<file path="src/rtl/i2s_frame_sched_if.sv">
// Frame handshake bundle between two audio sources, the scheduler and the i2s transmitter.
// master: sources plus transmitter side; slave: the scheduler.
interface i2s_frame_sched_if #(
   parameter int WIDTH = 16
);
   logic               s0_valid;
   logic [2*WIDTH-1:0] s0_data;
   logic               s0_ready;
   logic               s1_valid;
   logic [2*WIDTH-1:0] s1_data;
   logic               s1_ready;
   logic               tx_ready;
   logic [2*WIDTH-1:0] Tx;
   logic               src_sel;

   modport master (
      output s0_valid, s0_data, s1_valid, s1_data, tx_ready,
      input  s0_ready, s1_ready, Tx, src_sel
   );

   modport slave (
      input  s0_valid, s0_data, s1_valid, s1_data, tx_ready,
      output s0_ready, s1_ready, Tx, src_sel
   );
endinterface

</file>
<file path="src/rtl/i2s_frame_sched.sv">
// Two-source round-robin frame scheduler feeding an i2s transmitter through a frame FIFO,
// with a prime phase before playback and saturating underrun accounting.
module i2s_frame_sched #(
   parameter int WIDTH     = 16,
   parameter int DEPTH     = 4,
   parameter int PRIME_LVL = DEPTH / 2
) (
   input  logic                       clk,
   input  logic                       rst,
   input  logic                       enable,
   i2s_frame_sched_if.slave           bus,
   output logic [$clog2(DEPTH+1)-1:0] fifo_level,
   output logic                       underrun,
   output logic [7:0]                 underrun_cnt
);
   localparam int LW = $clog2(DEPTH + 1);
   localparam int AW = $clog2(DEPTH);
   localparam int FW = 2 * WIDTH;
   localparam logic [LW-1:0] LVL_FULL  = LW'(DEPTH);
   localparam logic [LW-1:0] LVL_PRIME = LW'(PRIME_LVL);

   typedef enum logic [1:0] {IDLE, PRIME, RUN} state_t;

   state_t         state;
   logic [FW:0]    mem [DEPTH];
   logic [AW-1:0]  wr_ptr;
   logic [AW-1:0]  rd_ptr;
   logic           last_grant;

   logic           accept_open;
   logic           gnt0;
   logic           gnt1;
   logic           push;
   logic           pop;
   logic           push_tag;
   logic [FW-1:0]  push_data;

   // Full test uses the start-of-cycle level, so a same-cycle pop never frees a slot.
   always_comb begin
      accept_open  = enable && (state != IDLE) && (fifo_level != LVL_FULL);
      gnt0         = bus.s0_valid && (!bus.s1_valid || last_grant);
      gnt1         = bus.s1_valid && (!bus.s0_valid || !last_grant);
      bus.s0_ready = accept_open && gnt0;
      bus.s1_ready = accept_open && gnt1;
      push         = bus.s0_ready || bus.s1_ready;
      push_tag     = bus.s1_ready;
      push_data    = bus.s1_ready ? bus.s1_data : bus.s0_data;
      pop          = (state == RUN) && bus.tx_ready && (fifo_level != '0);
   end

   // NOTE: the frame storage has no reset; flushing the pointers and level is enough
   // to discard its contents, and leaving it unreset lets it map onto plain RAM.
   always_ff @(posedge clk) begin
      if (push) mem[wr_ptr] <= {push_tag, push_data};
   end

   // NOTE: every register here uses <= so all updates see start-of-cycle values.
   always_ff @(posedge clk or negedge rst) begin
      if (!rst) begin
         state        <= IDLE;
         fifo_level   <= '0;
         wr_ptr       <= '0;
         rd_ptr       <= '0;
         bus.Tx       <= '0;
         bus.src_sel  <= 1'b0;
         underrun     <= 1'b0;
         underrun_cnt <= 8'd0;
         last_grant   <= 1'b1;
      end else begin
         underrun <= 1'b0;
         if (!enable) begin
            state       <= IDLE;
            fifo_level  <= '0;
            wr_ptr      <= '0;
            rd_ptr      <= '0;
            bus.Tx      <= '0;
            bus.src_sel <= 1'b0;
         end else begin
            if (push) begin
               wr_ptr     <= wr_ptr + 1'b1;
               last_grant <= push_tag;
            end

            case (state)
               IDLE:  state <= PRIME;
               PRIME: if (fifo_level >= LVL_PRIME) state <= RUN;
               RUN: begin
                  if (bus.tx_ready) begin
                     if (pop) begin
                        bus.Tx      <= mem[rd_ptr][FW-1:0];
                        bus.src_sel <= mem[rd_ptr][FW];
                        rd_ptr      <= rd_ptr + 1'b1;
                     end else begin
                        // Empty: send silence, keep the previous tag, no bypass of a same-cycle push.
                        bus.Tx   <= '0;
                        underrun <= 1'b1;
                        if (underrun_cnt != 8'hFF) underrun_cnt <= underrun_cnt + 8'd1;
                     end
                  end
               end
               default: state <= IDLE;
            endcase

            case ({push, pop})
               2'b10:   fifo_level <= fifo_level + 1'b1;
               2'b01:   fifo_level <= fifo_level - 1'b1;
               default: ;
            endcase
         end
      end
   end
endmodule

</file>
<file path="src/flat_wrapper.sv">
// flat-port wrapper written by rule: the top's interface ports become plain ports
module i2s_frame_sched_flat 
#(
   parameter int WIDTH     = 16,
   parameter int DEPTH     = 4,
   parameter int PRIME_LVL = DEPTH / 2
)
  (clk, rst, enable, fifo_level, underrun, underrun_cnt, bus_s0_valid, bus_s0_data, bus_s1_valid, bus_s1_data, bus_tx_ready, bus_s0_ready, bus_s1_ready, bus_Tx, bus_src_sel);
  i2s_frame_sched_if #(.WIDTH(WIDTH)) bus_i ();
  input  logic clk;
  input  logic rst;
  input  logic enable;
  output logic [$clog2(DEPTH+1)-1:0] fifo_level;
  output logic underrun;
  output logic [7:0] underrun_cnt;
  input wire logic [$bits(bus_i.s0_valid)-1:0] bus_s0_valid;
  input wire logic [$bits(bus_i.s0_data)-1:0] bus_s0_data;
  input wire logic [$bits(bus_i.s1_valid)-1:0] bus_s1_valid;
  input wire logic [$bits(bus_i.s1_data)-1:0] bus_s1_data;
  input wire logic [$bits(bus_i.tx_ready)-1:0] bus_tx_ready;
  output wire logic [$bits(bus_i.s0_ready)-1:0] bus_s0_ready;
  output wire logic [$bits(bus_i.s1_ready)-1:0] bus_s1_ready;
  output wire logic [$bits(bus_i.Tx)-1:0] bus_Tx;
  output wire logic [$bits(bus_i.src_sel)-1:0] bus_src_sel;
  assign bus_i.s0_valid = bus_s0_valid;
  assign bus_i.s0_data = bus_s0_data;
  assign bus_i.s1_valid = bus_s1_valid;
  assign bus_i.s1_data = bus_s1_data;
  assign bus_i.tx_ready = bus_tx_ready;
  assign bus_s0_ready = bus_i.s0_ready;
  assign bus_s1_ready = bus_i.s1_ready;
  assign bus_Tx = bus_i.Tx;
  assign bus_src_sel = bus_i.src_sel;
  i2s_frame_sched #(.WIDTH(WIDTH), .DEPTH(DEPTH), .PRIME_LVL(PRIME_LVL)) u_core (.clk(clk), .rst(rst), .enable(enable), .bus(bus_i), .fifo_level(fifo_level), .underrun(underrun), .underrun_cnt(underrun_cnt));
endmodule
</file>
<file path="config.mk">
export PLATFORM = sky130hd
export DESIGN_NAME = i2s_frame_sched_flat
export DESIGN_NICKNAME = d
export VERILOG_FILES = /design/src/rtl/i2s_frame_sched_if.sv /design/src/rtl/i2s_frame_sched.sv /design/src/flat_wrapper.sv
export SDC_FILE = /design/constraint.sdc
export NUM_CORES = 1
export LEC_CHECK = 0
export CAP_MARGIN = 0
export CORE_MARGIN = 5
export CORE_UTILIZATION = 35
export CTS_CLUSTER_DIAMETER = 50
export CTS_CLUSTER_SIZE = 8
export DETAILED_ROUTE_END_ITERATION = 8
export MAX_ROUTING_LAYER = met4
export PLACE_DENSITY = 0.55
export SKIP_CTS_REPAIR_TIMING = 1
export SYNTH_ARGS = -nofsm -noshare
export SYNTH_HDL_FRONTEND = slang
export SYNTH_SLANG_ARGS = --single-unit
</file>
<file path="constraint.sdc">
create_clock -name clk -period 3.28 [get_ports clk]
set_input_delay 0.82 -clock clk [delete_from_list [all_inputs] [get_ports clk]]
set_output_delay 0.82 -clock clk [all_outputs]
set_load 0.1 [all_outputs]
</file>
# [Word level (Yosys, flattened, before mapping)]
# Memories as Yosys holds them, arrays and structs flattened.
# Index checks and enable logic that the tools add are counted.
# Widths: inputs -> output; s select.
[totals] memories=1 in_bits=70 reg_bits=52 ram_bits=132 out_inout_bits=47 elab_cells=78
[mem_list] memory="u_core.mem" depth=4 word_bits=33 rd=1 rd_clocked_by_memory_dff=0 wr=1 line_no="i2s_frame_sched.sv:25" text="logic [FW:0] mem [DEPTH];"
[classes] addsub=5 bitwise=1 n_eq_ne=13 n_reduce_logical=22 n_mux=26 order_cmp=1
[op_table] op="$mux 32" n=5
[op_table] op="$mux 2" n=8
[op_table] op="$mux 1" n=10
[op_table] op="$add 8x1->8 const B" n=1
[op_table] op="$logic_and 1x1->1" n=8
[op_table] op="$ne 2x1->1 const B" n=4
[op_table] op="$ne 8x8->1 const B" n=1
[op_table] op="$pmux 2 s3" n=1
[op_table] op="$pmux 3 s2" n=1
[op_table] op="$reduce_and 2->1" n=3
[op_table] op="$reduce_and 5->1" n=1
[op_table] op="$add 2x1->2 const B" n=2
[op_table] op="$eq 2x1->1 const B" n=2
[op_table] op="$eq 2x2->1 const B" n=2
[op_table] op="$add 3x1->3 const B" n=1
[op_table] op="$ge 3x2->1 const B" n=1
[op_table] op="$logic_not 1->1" n=3
[op_table] op="$logic_or 1x1->1" n=3
[op_table] op="$mux 3" n=1
[op_table] op="$ne 3x1->1 const B" n=1
[op_table] op="$ne 3x2->1 const B" n=1
[op_table] op="$ne 3x3->1 const B" n=1
[op_table] op="$reduce_and 3->1" n=1
[op_table] op="$reduce_bool 3->1" n=1
[op_table] op="other kinds (5)" n=5

# [Longest topological paths before layout]
[depth] ltp_word=8 depth_mapped=8 ltp_nobuf=7

# [Worst setup path after synthesis]
# Ideal clock, no wire load.
[synth_path] path_type="reg-to-output" from="reg u_core.fifo_level[0]" to="out bus_s0_ready" stages_incl_launch_ff=4 required_time_ns=2.460 setup_slack_ns=0.205 t_arrival_ns=2.255 n_path_buf=0 cell_sequence="dfrtp_1 -> nor2_1 -> a21oi_1 -> and3_1"
[synth_between] elab_chain_cells=3
[synth_lines] element="from (decl)" line_no="i2s_frame_sched.sv:12" text="output logic [$clog2(DEPTH+1)-1:0] fifo_level,"
[synth_lines] element="from (signal assigned)" line_no="i2s_frame_sched.sv:105" text="2'b10: fifo_level <= fifo_level + 1'b1;"
[synth_lines] element="from (signal assigned)" line_no="i2s_frame_sched.sv:106" text="2'b01: fifo_level <= fifo_level - 1'b1;"
[synth_lines] element="$ne 3x3->1" line_no="i2s_frame_sched.sv:40" text="accept_open = enable && (state != IDLE) && (fifo_level != LVL_FULL);"
[synth_lines] element="$logic_and 1x1->1" line_no="i2s_frame_sched.sv:40"
[synth_lines] element="$logic_and 1x1->1" line_no="i2s_frame_sched.sv:43" text="bus.s0_ready = accept_open && gnt0;"
[synth_lines] element="to (decl)" line_no="flat_wrapper.sv:21" text="output wire logic [$bits(bus_i.s0_ready)-1:0] bus_s0_ready;"
# Every way passes these cells.

# [Worst setup path after layout]
[layout_path] from="in enable" to="out bus_s1_ready"
[layout_between] elab_chain_cells=3
[layout_lines] element="from (decl)" line_no="flat_wrapper.sv:12" text="input logic enable;"
[layout_lines] element="$logic_and 1x1->1 (2 in a row)" line_no="i2s_frame_sched.sv:40"
[layout_lines] element="$logic_and 1x1->1" line_no="i2s_frame_sched.sv:44" text="bus.s1_ready = accept_open && gnt1;"
[layout_lines] element="to (decl)" line_no="flat_wrapper.sv:22" text="output wire logic [$bits(bus_i.s1_ready)-1:0] bus_s1_ready;"
# Every way passes these cells.

==> results by group <==
Run status
  • Status: completed

STA
  • Final Hold Viols: 0
  • Period minus WS final: 2.91 ns
  • Slew headroom: 0.333
  • Final-report max-slew violation count: 0
  • Final setup fails: 0
  • Hold Slack: 0.508 ns
  • Part of the cycle the worst path needs: 0.888
  • Final WS setup: 0.368 ns
  • Fmax achieved: 343 MHz
  • Total negative slack: 0 ns
  • Skew final: 0.0217 ns
  • Worst-Margin Slew: 1.00 ns
  • RSZ-0062 raised after global routing: no

Synthesis
  • Yosys top cell area share: 0.535
  • Post-synth top cells: edfxtp_1, dfrtp_1, mux2_2, mux4_2, a22o_1
  • Most frequent cell after synthesis: edfxtp_1
  • Dominant synthesized flop cell: edfxtp_1
  • Synth area leader: edfxtp_1
  • Yosys cell types: 38
  • Synth top area cells: edfxtp_1, dfrtp_1, mux4_2, mux2_2, a22o_1
  • Sequential area share after synthesis: 0.711
  • Mean Syn Cell Area: 19.0 sq um
  • Seq cells post-synth: 184
  • Synth warn: 0
  • Area of the mapped netlist: 7410 sq um
  • Async SR Flop Fraction: 0.283
  • EDFF count, synth: 132
  • Post-Synthesis Cells: 389
  • Syn Nets: 465

Placement
  • Placed cells: 774
  • DPL Wire Length: 10.2 mm
  • GPL Wtd Cong: 0.697
  • Pre-CTS setup slack: 0.279 ns
  • IO Port Bufs: 116
  • Post-DP Area: 8890 sq um

Job
  • Max-cap viol count: 0

Route
  • Antenna Violating Nets Remaining: 0
  • Vias per inst: 4.92
  • DRC Markers: 0
  • Starting DRT DRC Count: 228
  • DRT Pass-1 Iters: 4
  • Total number of vias: 3965
  • Final WL: 16.6 mm
  • Wire per inst: 20.6 um

Die
  • Initial Utilization: 0.354
  • Core box area: 21000 sq um
  • Die Width: 155 um
  • IO Pins: 117
  • Die height: 155 um
  • # rows: 53
  • Full die area: 24200 sq um

Cells and area
  • Post-Layout Cell Count: 806
  • Final core utilization: 0.452
  • Syn-to-layout area delta: 27.8%
  • Filler instances: 1822
  • NumNets Final: 594
  • Share of post-route cells with drive strength above 1: 0.335
  • Final instance area: 9470 sq um
  • Inserted Diodes: 0

CTS
  • CTS clk-pin slew, worst paths: 0.07 ns
  • CTS Sinks: 184
  • CTS Root Cell: clkbuf_16
  • Clock Path Buffers: 2
  • CTS Buf Count: 17
  • Clk Latency, worst-skew pair: 0.43 ns
  • CTS HTree Levels: 4
  • TritonCTS clock tree: built

Critical path
  • Crit path max-delay family: buffers and inverters
  • Crit-path slowest cell: clkdlybuf4s50_1
  • Setup CP Type: input port to output port
  • Critical path startpoint category: input port
  • CP max FO: 3
  • Arrival @ worst endpoint: 2.09 ns
  • CP endpoint kind: output port
  • Crit path buf inv count: 2
  • CP Cell Sequence: clkdlybuf4s50_1, o21ai_0, a21oi_1, and3_2, buf_12
  • Max incr delay on CP: 0.47 ns
  • Critical path data required time: 2.46 ns

Power
  • Leak pwr: 3.51 nW
  • Switching fraction of total power: 0.236
  • Logic pwr share: 0.065
  • Clock Power Share: 0.407
  • Power Internal: 3.74 mW
  • Seq pwr share: 0.527
  • VDD IR max: 0.000356 V
  • PD cells: 517 nW/um^2
  • Switching pwr: 1.16 mW
  • Power Total: 4.90 mW

Global routing
  • Total GRT Usage: 0.145
  • First-pass GRT wire length: 25.4 mm
  • Grt total ovfl: 0
  • Pin count of the biggest net entering global routing: 53
  • Vias in the first global route: 4355
  • Antenna violations before repair: 0

Hold path
  • Hold Path Class: flop to flop
[path summary, 6_finish.rpt]
path | slack (ns) | depth (start not counted) | endpoint | from
max | 0.37 | 5 | bus_s1_ready | enable
min | 0.51 | 1 | u_core.bus.Tx[25]$_DFFE_PN0P_ | u_core.bus.Tx[25]$_DFFE_PN0P_
max reg2reg | 0.99 | 5 | u_core.mem[2][19]$_DFFE_PP_ | u_core.fifo_level[0]$_DFFE_PN0P_
min reg2reg | 0.51 | 1 | u_core.bus.Tx[25]$_DFFE_PN0P_ | u_core.bus.Tx[25]$_DFFE_PN0P_
max in group asynchronous | 2.19 | 2 | u_core.rd_ptr[1]$_DFFE_PN0P_ | rst
min in group asynchronous | 0.54 | 2 | u_core.bus.Tx[3]$_DFFE_PN0P_ | rst
[state kept, by name, summed over array words and instances, names as in the netlist]
register and count:
u_core.bus.src_sel 1, u_core.underrun 1, u_core.state 2, u_core.underrun_cnt 8, u_core.bus.Tx 32, u_core.last_grant 1
u_core.rd_ptr 2, u_core.mem 132, u_core.wr_ptr 2, u_core.fifo_level 3
[power groups by stage]
| stage | sequential (mW) | clock [mW] | combinational, mW |
|---|---|---|---|
| after detailed placement | 2.63 | 0 | 0.325 |
| after CTS | 2.58 | 2.05 | 0.328 |
| after global placement | 2.63 | 0 | 0.318 |
| final | 2.58 | 2.00 | 0.321 |
| after floorplan | 2.65 | 0 | 0.141 |
| after global routing | 2.59 | 2.17 | 0.346 |
[final cells by class]
| class | instances | area (sq um) | area share |
|---|---|---|---|
| Sequential cell | 184 | 5270 | 0.556 |
| Multi-Input combinational cell | 179 | 2010 | 0.212 |
| Timing Repair Buffer | 132 | 1250 | 0.132 |
| Clock buffer | 17 | 425 | 0.0449 |
| Tap cell | 275 | 344 | 0.0363 |
| Clock inverter | 15 | 158 | 0.0166 |
| Inverter | 4 | 15.0 | 0.00159 |
[kinds of logic after synthesis]
logic type | after synthesis | synth area share
buffers and inverters | 26 | 0.0187
adders and majority gates | 6 | 0.0111
AOI/OAI and AO/OA | 41 | 0.0485
DFF | 184 | 0.711
muxes | 73 | 0.160
and+or+nand+nor | 50 | 0.0402
xor gates and xnor gates | 9 | 0.0106
[routing by layer]
metal | wire [um] | track usage | part of all wire | vias up
met4 | 299 | 0.0484 | 0.018 | 0
met5 | 0 | - | 0 | -
met3 | 818 | 0.0334 | 0.049 | 19
li1 | - | - | - | 1794
met1 | 7430 | 0.187 | 0.45 | 2044
met2 | 8090 | 0.228 | 0.49 | 108
[layout by cell type (no fill, tap or decap), types with 6 or more instances in the layout]
master / count
edfxtp_1: 132
clkdlybuf4s50_1: 68
buf_4: 56
dfrtp_1: 49
mux2_2: 33
mux4_2: 33
a22o_1: 32
clkbuf_16: 17
nand2_1: 14
xor2_1: 7
mux2i_1: 7
buf_12: 7
and2_2: 6
Power figures use the tool's default switching activity.
